$ cat config.mk
export PLATFORM = sky130hd
export DESIGN_NAME = ddr_judge
export DESIGN_NICKNAME = d
export VERILOG_FILES = /design/src/rtl/ddr_pkg.sv /design/src/rtl/bcd_sat_add4.sv /design/src/rtl/ddr_judge.sv
export SDC_FILE = /design/constraint.sdc
export NUM_CORES = 1
export LEC_CHECK = 0
export ABC_AREA = 1
export ABC_CLOCK_PERIOD_IN_PS = 9700
export BUFFER_PORTS_ARGS = -buffer_cell sky130_fd_sc_hd__buf_4
export CAP_MARGIN = 20
export CORE_MARGIN = 8
export CORE_UTILIZATION = 35
export DETAILED_ROUTE_END_ITERATION = 16
export PLACE_DENSITY = 0.55
export SYNTH_ARGS = -nofsm -noshare
export SYNTH_HDL_FRONTEND = slang
export SYNTH_HIERARCHICAL = 1
export SYNTH_SLANG_ARGS = --single-unit
$ cat constraint.sdc
create_clock -name clk -period 9.7 [get_ports clk]
set_clock_uncertainty 0.1 [all_clocks]
set_input_delay 0.485 -clock clk [delete_from_list [all_inputs] [get_ports clk]]
set_output_delay 0.485 -clock clk [all_outputs]
set_load 0.01 [all_outputs]
$ cat src/rtl/ddr_pkg.sv
// Shared arrow codes, judge state encoding and BCD limits for the DDR game blocks.
package ddr_pkg;
  localparam logic [2:0] ARROW_LEFT  = 3'd0;
  localparam logic [2:0] ARROW_DOWN  = 3'd1;
  localparam logic [2:0] ARROW_UP    = 3'd2;
  localparam logic [2:0] ARROW_RIGHT = 3'd3;
  localparam logic [2:0] ARROW_BLANK = 3'b100;

  typedef enum logic [2:0] {IDLE, ARMED, WINDOW, WAIT, OVER} judge_state_t;

  localparam logic [15:0] BCD_MAX = 16'h9999;
endpackage

$ cat src/rtl/bcd_sat_add4.sv
// Four-digit BCD add of a small increment (1 or 2), clamped at 9999 on carry-out.
module bcd_sat_add4
  import ddr_pkg::*;
(
  input  logic [15:0] a,
  input  logic [1:0]  inc,
  output logic [15:0] sum
);
  logic [15:0] raw;
  logic [4:0]  d;
  logic [1:0]  c;

  always_comb begin
    raw = '0;
    d   = '0;
    c   = inc;
    for (int i = 0; i < 4; i++) begin
      d = {1'b0, a[i*4 +: 4]} + {3'b0, c};
      if (d > 5'd9) begin
        raw[i*4 +: 4] = 4'(d - 5'd10);
        c = 2'd1;
      end else begin
        raw[i*4 +: 4] = d[3:0];
        c = 2'd0;
      end
    end
    sum = (c != 2'd0) ? BCD_MAX : raw;
  end
endmodule

$ cat src/rtl/ddr_judge.sv
// Judges debounced button presses against the hit-slot arrow each beat.
// Optional score bonus for long combos: DDR_JUDGE_COMBO_BONUS_EN.
module ddr_judge
  import ddr_pkg::*;
#(
  parameter int MAX_MISSES = 3,
  parameter int COMBO_W    = 8
) (
  input  logic               clk,
  input  logic               rst,
  input  logic               start,
  input  logic               beat_tick,
  input  logic [2:0]         hit_arrow,
  input  logic [3:0]         btn,
  output logic               hit_pulse,
  output logic               miss_pulse,
  output logic [15:0]        score_bcd,
  output logic [COMBO_W-1:0] combo,
  output logic [3:0]         misses,
  output logic               playing,
  output logic               game_over
);
  judge_state_t state;
  logic [3:0]  btn_q;
  logic [2:0]  target;
  logic [3:0]  btn_edge, misses_nx;
  logic        any_edge, single, judge, timeout, hit_now, miss_now, over_now;
  logic [1:0]  inc;
  logic [15:0] score_nx;

  assign btn_edge  = btn & ~btn_q;
  assign any_edge  = |btn_edge;
  assign single    = any_edge && ((btn_edge & (btn_edge - 4'd1)) == 4'd0);
  assign judge     = (state == WINDOW) && any_edge;
  assign timeout   = (state == WINDOW) && beat_tick && !any_edge && !target[2];
  assign hit_now   = judge && single && !target[2] && btn_edge[target[1:0]];
  assign miss_now  = (judge && !hit_now) || timeout;
  assign misses_nx = misses + 4'd1;
  assign over_now  = miss_now && (misses_nx >= 4'(MAX_MISSES));

`ifdef DDR_JUDGE_COMBO_BONUS_EN
  assign inc = (combo >= COMBO_W'(10)) ? 2'd2 : 2'd1;
`else
  assign inc = 2'd1;
`endif

  bcd_sat_add4 u_add (.a(score_bcd), .inc(inc), .sum(score_nx));

  always_ff @(posedge clk or negedge rst) begin
    if (!rst) begin
      state      <= IDLE;
      btn_q      <= '0;
      target     <= ARROW_BLANK;
      hit_pulse  <= 1'b0;
      miss_pulse <= 1'b0;
      score_bcd  <= '0;
      combo      <= '0;
      misses     <= '0;
      playing    <= 1'b0;
      game_over  <= 1'b0;
    end else begin
      btn_q      <= btn;
      hit_pulse  <= 1'b0;
      miss_pulse <= 1'b0;
      if (start) begin
        state     <= ARMED;
        score_bcd <= '0;
        combo     <= '0;
        misses    <= '0;
        playing   <= 1'b1;
        game_over <= 1'b0;
      end else begin
        if (hit_now) begin
          hit_pulse <= 1'b1;
          score_bcd <= score_nx;
          combo     <= (&combo) ? combo : combo + COMBO_W'(1);
        end
        if (miss_now) begin
          miss_pulse <= 1'b1;
          combo      <= '0;
          misses     <= misses_nx;
        end
        case (state)
          ARMED: if (beat_tick) begin
            state  <= WINDOW;
            target <= hit_arrow;
          end
          WINDOW, WAIT: begin
            // A late press coincident with the beat still counts against the old target.
            if (over_now) begin
              state     <= OVER;
              playing   <= 1'b0;
              game_over <= 1'b1;
            end else if (beat_tick) begin
              state  <= WINDOW;
              target <= hit_arrow;
            end else if (judge) begin
              state <= WAIT;
            end
          end
          default: ;
        endcase
      end
    end
  end
endmodule

==> results of run 1 <==
power by group:
group | internal [µW] | switching, µW | total, µW
combinational | 45.9 | 83.6 | 129
sequential | 193 | 16.2 | 209
clock | 77.2 | 64.4 | 142
total | 316 | 164 | 480
cells in the mapped netlist, drive strengths merged, types with 5 or more instances:
library cell,count
a21oi,8
buf,5
dfrtp,41
ha,14
inv,42
nand2,116
nand3,48
nand4,7
nor2,25
nor3,5
o21ai,13
xor2,5
cells by family (layout without fill, tap and decap cells):
family / after synthesis / in the layout
buffers and inverters: 51 / 94
AOI/OAI and AO/OA: 27 / 27
and+or+nand+nor: 205 / 205
DFF: 42 / 42
adders and majority gates: 15 / 15
other: 2 / 3
xor gates and xnor gates: 8 / 8
cell type report:
type                            instances  area (µm²)  area share, %
Multi-Input combinational cell        258        1480           45.5
Sequential cell                        42        1050           32.3
Timing Repair Buffer                   42         315           9.67
Inverter                               44         169           5.18
Tap cell                              102         128           3.92
Clock buffer                            5        68.8           2.11
Clock inverter                          3        43.8           1.34
sequential cells by signal, summed over array words and instances, names as in the netlist:
| name | flops |
|---|---|
| misses | 4 |
| btn_q | 4 |
| miss_pulse | 1 |
| game_over | 1 |
| score_bcd | 16 |
| hit_pulse | 1 |
| combo | 8 |
| state | 3 |
| target | 3 |
| playing | 1 |
worst max-delay path, delay by kind of cell, from the launching register on:
kind | cells | cell delay, ps
XOR/XNOR | 3 | 560
adder cells (fa/ha/maj) | 8 | 2090
buffers and inverters | 1 | 60
flip-flops | 1 | 370
AND/OR/NAND/NOR | 16 | 1600
per-stage QoR:
| stage | cell area [µm²] | power [µW] | std cells |
|---|---|---|---|
| floorplan | 2750 | 310 | 351 |
| global placement | 3150 | 342 | 488 |
| detailed placement | 3150 | 344 | 488 |
| CTS | 3260 | 490 | 496 |
| global route | 3260 | 515 | 496 |
| finish | 3260 | 480 | 496 |
placed cells by master (no fill, tap or decap), types with 2 or more instances in the layout:
| cell type | netlist | final |
|---|---|---|
| nor3_1 | 3 | 3 |
| buf_4 | 0 | 42 |
| o21ai_1 | 3 | 3 |
| nand2_4 | 3 | 3 |
| o21ai_0 | 8 | 8 |
| inv_1 | 35 | 35 |
| nor2_1 | 20 | 20 |
| nand2_2 | 13 | 13 |
| xor2_1 | 4 | 4 |
| nand4_1 | 7 | 7 |
| xnor2_2 | 2 | 2 |
| nand2_1 | 100 | 100 |
| clkbuf_8 | 0 | 5 |
| nand3_2 | 2 | 2 |
| nor2_2 | 2 | 2 |
| a21oi_1 | 7 | 7 |
| conb_1 | 2 | 3 |
| inv_2 | 6 | 6 |
| a21boi_0 | 3 | 3 |
| nand3b_1 | 2 | 2 |
| clkinv_2 | 1 | 2 |
| nand3_1 | 45 | 45 |
| nor2_4 | 2 | 2 |
| ha_1 | 14 | 14 |
| dfrtp_1 | 41 | 41 |
routing by layer:
layer / GRT usage, % / vias up / part of all wire [%]
met2: 18.6 / 39 / 46
met5: 0 / - / 0
met1: 14.4 / 1057 / 49
li1: - / 1205 / -
met3: 3.75 / 2 / 4.9
met4: 2.85 / 0 / 0.23
path summary, 6_finish.rpt:
path	start	end	depth (start not counted)
max in group asynchronous	rst	target[2]	1
max	score_bcd[0]	score_bcd[10]	28
min in group clk	btn[0]	btn_q[0]	1
max reg2reg	score_bcd[0]	score_bcd[10]	28
min	rst	combo[5]	1
min reg2reg	target[2]	target[2]	2
==> reports/qor.yml, run 1 <==
outcome:
  status: "complete, no violations"
worst_setup_path:
  slowest_delay_ps: 560
  cp-end-kind: "flop"
  startpoint_type: "flop"
  ff2ff_setup_slack_ps: 4840
  cp_slowest_cell: "fa_1"
  critical_path.most_common_cell: "nand2_1"
  path_max_fanout: 13
  crit_arrival_ps: 5000
  worstSetupPathType: "reg2reg"
  required_ps: 9830
synthesis:
  yosys_warnings: 6
  synth-xor-area-share_pct: 3.37
  ys.flop_type: "dfrtp_1"
  synthSimpleGateAreaFrac_pct: 36.8
  ys_ff_latch: 42
  synthMuxAreaShare_pct: 0
  synth_cell_types: 46
  synthTopCellsByArea: "dfrtp_1, nand2_1, nand3_1"
  synth_edf_count: 0
  synthCells: 350
  syn_area_per_cell_um2: 7.85
  synth-seq-area-share_pct: 38.3
  synth_top_cell_area_share_pct: 37.3
  yosysTopAreaCell: "dfrtp_1"
  syn_area_mm2: 0.00275
  synth_compound_area_share_pct: 6.28
  synth_fa_ha_area_share_pct: 7.10
  synthArstFlopShare_pct: 100
  synth_top_family_by_area: "simple AND/OR/NAND/NOR gates"
drt:
  antenna_left: 0
  drt_iter0_drc: 81
  wl_mm: 6.06
  viasPerCell: 4.64
  vias: 2303
  drc: 0
  dr.pass1.iters: 4
  wire_per_inst_um: 12.2
clock_network:
  htree_levels: 2
  cts_resized: 0
  cts_buffer_depth: 2
  ctsHoldBuffers: 0
  clockRootBuffer: "clkbuf_8"
  clk_pin_slew_worst_paths_ps: 90
  cts_setup_buffers: 0
  cts_tree: "yes"
  numCtsBuffers: 5
  insertion_delay_ps: 290
  clock-sinks: 42
power:
  p_leak_uw: 0.00177
  p_per_area_mw_per_mm2: 147
  ir_drop_v: 0.0000648
layout:
  area_growth_pct: 18.6
  drive_above_1_share_pct: 23.9
  nets: 419
  final_util_pct: 42.4
  n_antenna_cell: 0
  fillers: 808
global_route:
  grt_max_degree: 43
  gr-total-overflow: 0
  antenna_found_initial: 0
  grt_first_pass_wirelength_mm: 10.7
  grt_pass1_vias: 2362
  grtUsageTotal_pct: 11.5
sta:
  fmax_ghz: 0.206
  slew_viol_final: 0
  setup_viol: 0
  rsz0062_at_grt: "false"
  fin_setup_tns_ps: 0
  tightest_slew_ps: 776
  slew_headroom_pct: 48.2
  hold_ws_ps: 78.4
  hold_viol: 0
  fin_ws_ps: 4840
  min_period_over_period_pct: 50.1
  period_needed_ps: 4860
place:
  dpl.hpwl_mm: 4.42
  io_buffer_count: 42
  preCtsSetupSlack_ps: 4890
  globalplace.congestion: 0.784
floorplanning:
  rows: 32
  die_w_um: 105
  start_util_pct: 35.7
  ios: 43
  coreArea_mm2: 0.00769
  design.die.area_mm2: 0.0109
  die_y_um: 105
job:
  maxCapViolCount: 0
min_path:
  hp-class: "in2async"
Power figures use the tool's default switching activity.
==> run 2: changes to the inputs <==
ABC_CLOCK_PERIOD_IN_PS = 4800   (was 9700)
clock period = 4.8 ns   (was 9.7 ns; I/O delays follow)
==> reports/qor.yml, run 2 (synthesis gave the netlist of run 1 again) <==
outcome:
  status: "complete, no violations"
power:
  internal_power_uw: 644
  p_per_area_mw_per_mm2: 286
  power_uw: 980
  p_sw_uw: 336
  p_seq_share_pct: 42.9
  p_comb_share_pct: 27.8
  clockPowerShare_pct: 29.3
  ir_drop_v: 0.000109
  swShare_pct: 34.3
  p_leak_uw: 0.00181
global_route:
  use_met3_pct: 3.81
  grt_max_degree: 43
  gr-max-usage-layer: "met2"
  met1_usage_pct: 15.1
  grtUsageTotal_pct: 11.9
  grt_first_pass_wirelength_mm: 11.1
  grtUsageMet2_pct: 19.4
  gr-total-overflow: 0
  antenna_found_initial: 0
  grt_pass1_vias: 2382
floorplanning:
  die_w_um: 105
  die_y_um: 105
  coreArea_mm2: 0.00769
  design.die.area_mm2: 0.0109
  start_util_pct: 35.7
  rows: 32
  ios: 43
min_path:
  worstHoldPathCells: 3
  hp-class: "in2reg"
  min_from: "hit_arrow[2]"
  min_to: "target[2]"
worst_setup_path:
  critical_path.most_common_cell: "nand2_1"
  startpoint_type: "flop"
  required_ps: 4890
  ff2ff_setup_slack_ps: 280
  path_max_fanout: 7
  r2r-start: "score_bcd[0]"
  r2r.worst_path.cells: 28
  slowest_delay_ps: 570
  crit_arrival_ps: 4610
  cp-end-kind: "flop"
  startpoint: "score_bcd[0]"
  worstSetupPathType: "reg2reg"
  r2r-end: "score_bcd[3]"
  cp_slowest_cell: "fa_2"
sta:
  fmax_ghz: 0.221
  setup_viol: 0
  slew_headroom_pct: 49.4
  period_needed_ps: 4520
  hold_ws_ps: 69.7
  slew_viol_final: 0
  min_period_over_period_pct: 94.1
  fin_setup_tns_ps: 0
  hold_viol: 0
  tightest_slew_ps: 759
layout:
  final_cell_count_no_fill: 512
  nets: 435
  n_antenna_cell: 0
  area_growth_pct: 24.6
  regMostFlops: "score_bcd"
  reg.largest.list: "score_bcd (16), combo (8)"
  final_common_cell: "nand2_1"
  final_util_pct: 44.5
  largest_reg_flops: 16
  drive_above_1_share_pct: 28.5
  final_cell_mix: "nand2_1, buf_4, nand3_1"
  fillers: 815
drt:
  wl_mm: 6.44
  vias: 2408
  drt_iter0_drc: 71
  viasPerCell: 4.70
  drc: 0
  dr.pass1.iters: 4
  wire_per_inst_um: 12.6
  antenna_left: 0
place:
  dpl.hpwl_mm: 4.50
  io_buffer_count: 42
  globalplace.congestion: 0.768
  dp.cells: 489
clock_network:
  cts_buffer_depth: 2
  cts_tree: "yes"
  htree_levels: 2
  insertion_delay_ps: 300
  clock-sinks: 42
  numCtsBuffers: 5
  clockRootBuffer: "clkbuf_8"
  clk_pin_slew_worst_paths_ps: 90
job:
  maxCapViolCount: 0
[run 2: cell count changes in the layout (fill, tap and decap cells not counted), moves of 2 or more]
| cell | delta |
|---|---|
| nand3_1 | -2 |
| dlygate4sd3_1 | +5 |
| nand3_2 | +2 |
| nand2_2 | +3 |
| nand2_1 | -2 |
| buf_4 | +10 |
| ha_1 | -6 |
| ha_2 | +6 |
[run 2: what timing repair did]
item	in CTS	in global routing
setup buffers	0	9
hold endpoints to repair	45	0
hold buffers	5	0
endpoints found under the setup margin	0	15
gates resized for setup	0	13
[run 2: power by group through the flow]
stage                     logic [µW]  clock network (µW)  registers, µW
final                            273                 287            421
after global routing             312                 313            426
after CTS                        272                 298            422
after detailed placement         268                   0            429
after global placement           263                   0            427
after floorplan                  200                   0            426
[run 2: worst max path at each step]
stage	endpoint	slack, ps	cells past startpoint
floorplan	score_bcd[9]	320	29
global placement	score_bcd[10]	220	28
detailed placement	score_bcd[10]	60	28
CTS	score_bcd[10]	20	28
global route	score_bcd[3]	-60	28
finish	score_bcd[3]	280	28
[run 2: routing by layer]
metal / share of wire [%] / up-vias / wire (µm)
met3: 5.4 / 5 / 349
met1: 48 / 1125 / 3110
met5: 0 / - / 0
met4: 0.79 / 0 / 51
met2: 46 / 38 / 2930
li1: - / 1240 / -
[run 2: cell type report]
cell class	instances	area (µm²)	share of cell area (%)
Multi-Input combinational cell	259	1520	44.5
Inverter	44	169	4.93
Tap cell	102	128	3.73
Timing Repair Buffer	57	440	12.9
Sequential cell	42	1050	30.7
Clock inverter	2	37.5	1.10
Clock buffer	6	72.6	2.12
[run 2: critical path: cells and delay by family, from the launching register on]
kind                       cells  cell delay (ps)
xor gates and xnor gates       3              560
and+or+nand+nor               15             1270
adders and majority gates      8             1930
DFF                            1              370
buffers and inverters          2              180
[run 2: stage by stage]
step | worst slack (ps) | cell area (µm²)
floorplan | 319 | 2750
global placement | 218 | 3150
detailed placement | 57.6 | 3150
CTS | 18.2 | 3310
global route | -59.3 | 3420
finish | 282 | 3420
==> run 3: changes to the inputs <==
ABC_AREA = not set   (was 1)
PLACE_DENSITY = 0.54   (was 0.55)
==> reports/qor.yml, run 3 <==
sta:
  fmax_ghz: 0.211
  rsz0062_at_grt: "true"
  setup_viol: 0
  period_needed_ps: 4740
  min_period_over_period_pct: 98.8
  slew_headroom_pct: 62.6
  hold_ws_ps: 59.8
  fin_ws_ps: 57.1
  slew_viol_final: 0
  tightest_slew_ps: 556
  hold_viol: 0
clock_network:
  numCtsBuffers: 5
  htree_levels: 2
  clock-sinks: 42
  cts_tree: "yes"
  cts_buffer_depth: 2
  insertion_delay_ps: 290
  clockRootBuffer: "clkbuf_8"
  clk_pin_slew_worst_paths_ps: 80
power:
  ir_drop_v: 0.0000994
  power_uw: 694
  p_leak_uw: 0.00167
  p_per_area_mw_per_mm2: 181
outcome:
  status: "complete, no violations"
layout:
  seqCellArea_mm2: 0.00105
  nets: 402
  multi_input_area_mm2: 0.00193
  drive_above_1_share_pct: 31.0
  n_antenna_cell: 0
  fillers: 779
  largest_reg_flops: 16
  regMostFlops: "score_bcd"
  final_cell_count_no_fill: 482
  final_cell_mix: "buf_4, dfrtp_1, nor2_1"
  area_growth_pct: 30.5
  reg.largest.list: "score_bcd (16), combo (8)"
  final_common_cell: "buf_4"
job:
  maxCapViolCount: 0
place:
  dp.cells: 463
  preCtsSetupSlack_ps: -33.6
  dpl.hpwl_mm: 4.92
  io_buffer_count: 42
  globalplace.congestion: 0.796
synthesis:
  synth_edf_count: 0
  ys.flop_type: "dfrtp_1"
  yosys_warnings: 6
  synthCells: 309
  syn_area_mm2: 0.00294
  synthArstFlopShare_pct: 100
  synthTopCellsByArea: "dfrtp_1, mux2i_1, ha_1"
  yosysTopAreaCell: "dfrtp_1"
  synth_commonest_cells: "dfrtp_1, nor2_1, mux2i_1, nand2_1"
  ys_ff_latch: 42
  synth_top_cell_area_share_pct: 35.0
  syn_area_per_cell_um2: 9.50
  synth-seq-area-share_pct: 35.8
  yosysMostFrequentCell: "dfrtp_1"
  synth_cell_types: 76
worst_setup_path:
  ff2ff_setup_slack_ps: 60
  r2r.worst_path.cells: 22
  startpoint_type: "flop"
  crit_arrival_ps: 4820
  worstSetupPathType: "reg2reg"
  r2r-start: "score_bcd[0]"
  required_ps: 4880
  r2r-end: "score_bcd[7]"
  cp-end-kind: "flop"
  path_max_fanout: 7
drt:
  drt_iter0_drc: 112
  drc: 0
  viasPerCell: 5.27
  antenna_left: 0
  wire_per_inst_um: 15.0
  wl_mm: 7.23
  dr.pass1.iters: 4
  vias: 2542
floorplanning:
  ios: 43
  die_y_um: 108
  start_util_pct: 35.9
  coreArea_mm2: 0.00818
  rows: 33
  die_w_um: 108
  design.die.area_mm2: 0.0116
min_path:
  min_from: "hit_arrow[0]"
  hp-class: "in2reg"
  worstHoldPathCells: 2
  min_to: "target[0]"
global_route:
  grt_max_degree: 43
  antenna_found_initial: 0
  grtUsageTotal_pct: 11.9
  gr-total-overflow: 0
  grt_first_pass_wirelength_mm: 11.5
  grt_pass1_vias: 2420
## run 3: changes by cell type in the layout (fill, tap and decap cells not counted), moves of 10 or more
cell     before  now
inv_1        34   12
nor2_1       19   29
nand3_1      43   11
nor3_1        3   14
mux2i_1       0   18
nand2_1      98   18
nand2_2      16    1
## run 3: cells by family (layout without fill, tap and decap cells)
family / Yosys count / after routing / synth area share, %
and+or+nand+nor: 129 / 129 / 25.8
AOI/OAI and AO/OA: 62 / 62 / 16.3
DFF: 42 / 42 / 35.8
buffers and inverters: 25 / 92 / 3.79
muxes: 23 / 23 / 8.01
adders and majority gates: 15 / 15 / 6.65
xor gates and xnor gates: 11 / 11 / 3.28
other: 2 / 3 / 0.256
## run 3: where the power goes
part           leakage [µW]  switching [µW]  internal [µW]
sequential         0.000559            14.5            367
combinational       0.00106            46.7           39.4
clock             0.0000450             125            101
## run 3: metrics by stage
step	setup TNS, ps	area (µm²)	util [%]
3_3_place_gp	0	3490	42.7
3_5_place_dp	-85.1	3490	42.7
6_report	0	3830	46.8
4_1_cts	0	3630	44.4
2_1_floorplan	0	2960	-
5_1_grt	-614	3830	46.8
## run 3: repair_timing
action	4_1_cts	5_1_grt
hold endpoints to repair	45	0
gates cloned	0	1
setup buffers	0	5
endpoints found under the setup margin	3	14
pin swaps	1	14
resized for setup	2	26
hold buffers	5	0
## run 3: worst max-delay path by stage
stage,from,depth (start not counted),endpoint
after floorplan,score_bcd[1],22,score_bcd[12]
final,score_bcd[0],22,score_bcd[7]
after global routing,score_bcd[0],24,score_bcd[7]
after CTS,score_bcd[0],22,score_bcd[11]
after global placement,score_bcd[0],22,score_bcd[3]
after detailed placement,score_bcd[0],23,score_bcd[11]
## run 3: layout make-up
class                   count  share of cell area (%)
inverters                  14                    1.37
multi-input cells         243                    50.4
clock buffers               6                    1.89
clock inverters             2                   0.261
well taps                 105                    3.43
flip-flops and latches     42                    27.5
repair buffers             70                    15.1
## run 3: per-layer routing
layer	part of all wire, %	global-route usage, %	routed length (µm)
met5	0	0	0
met4	0.76	2.68	55
met3	4.4	2.99	317
met2	47	19.3	3420
met1	48	15.6	3440
## run 3: worst max-delay path, stage by stage (launching register included)
cell,delay [ps]
dfrtp_1,350
ha_2,180
inv_2,40
fa_2,430
o211a_1,250
a211oi_2,160
ha_2,240
ha_4,220
a211oi_4,220
nor2_1,80
ha_2,200
ha_4,260
o21a_1,190
o22ai_2,190
nor2b_4,60
ha_4,170
ha_4,220
o22a_1,220
a2bb2oi_4,170
buf_12,140
a311o_1,310
mux2i_1,130
nor2_1,60
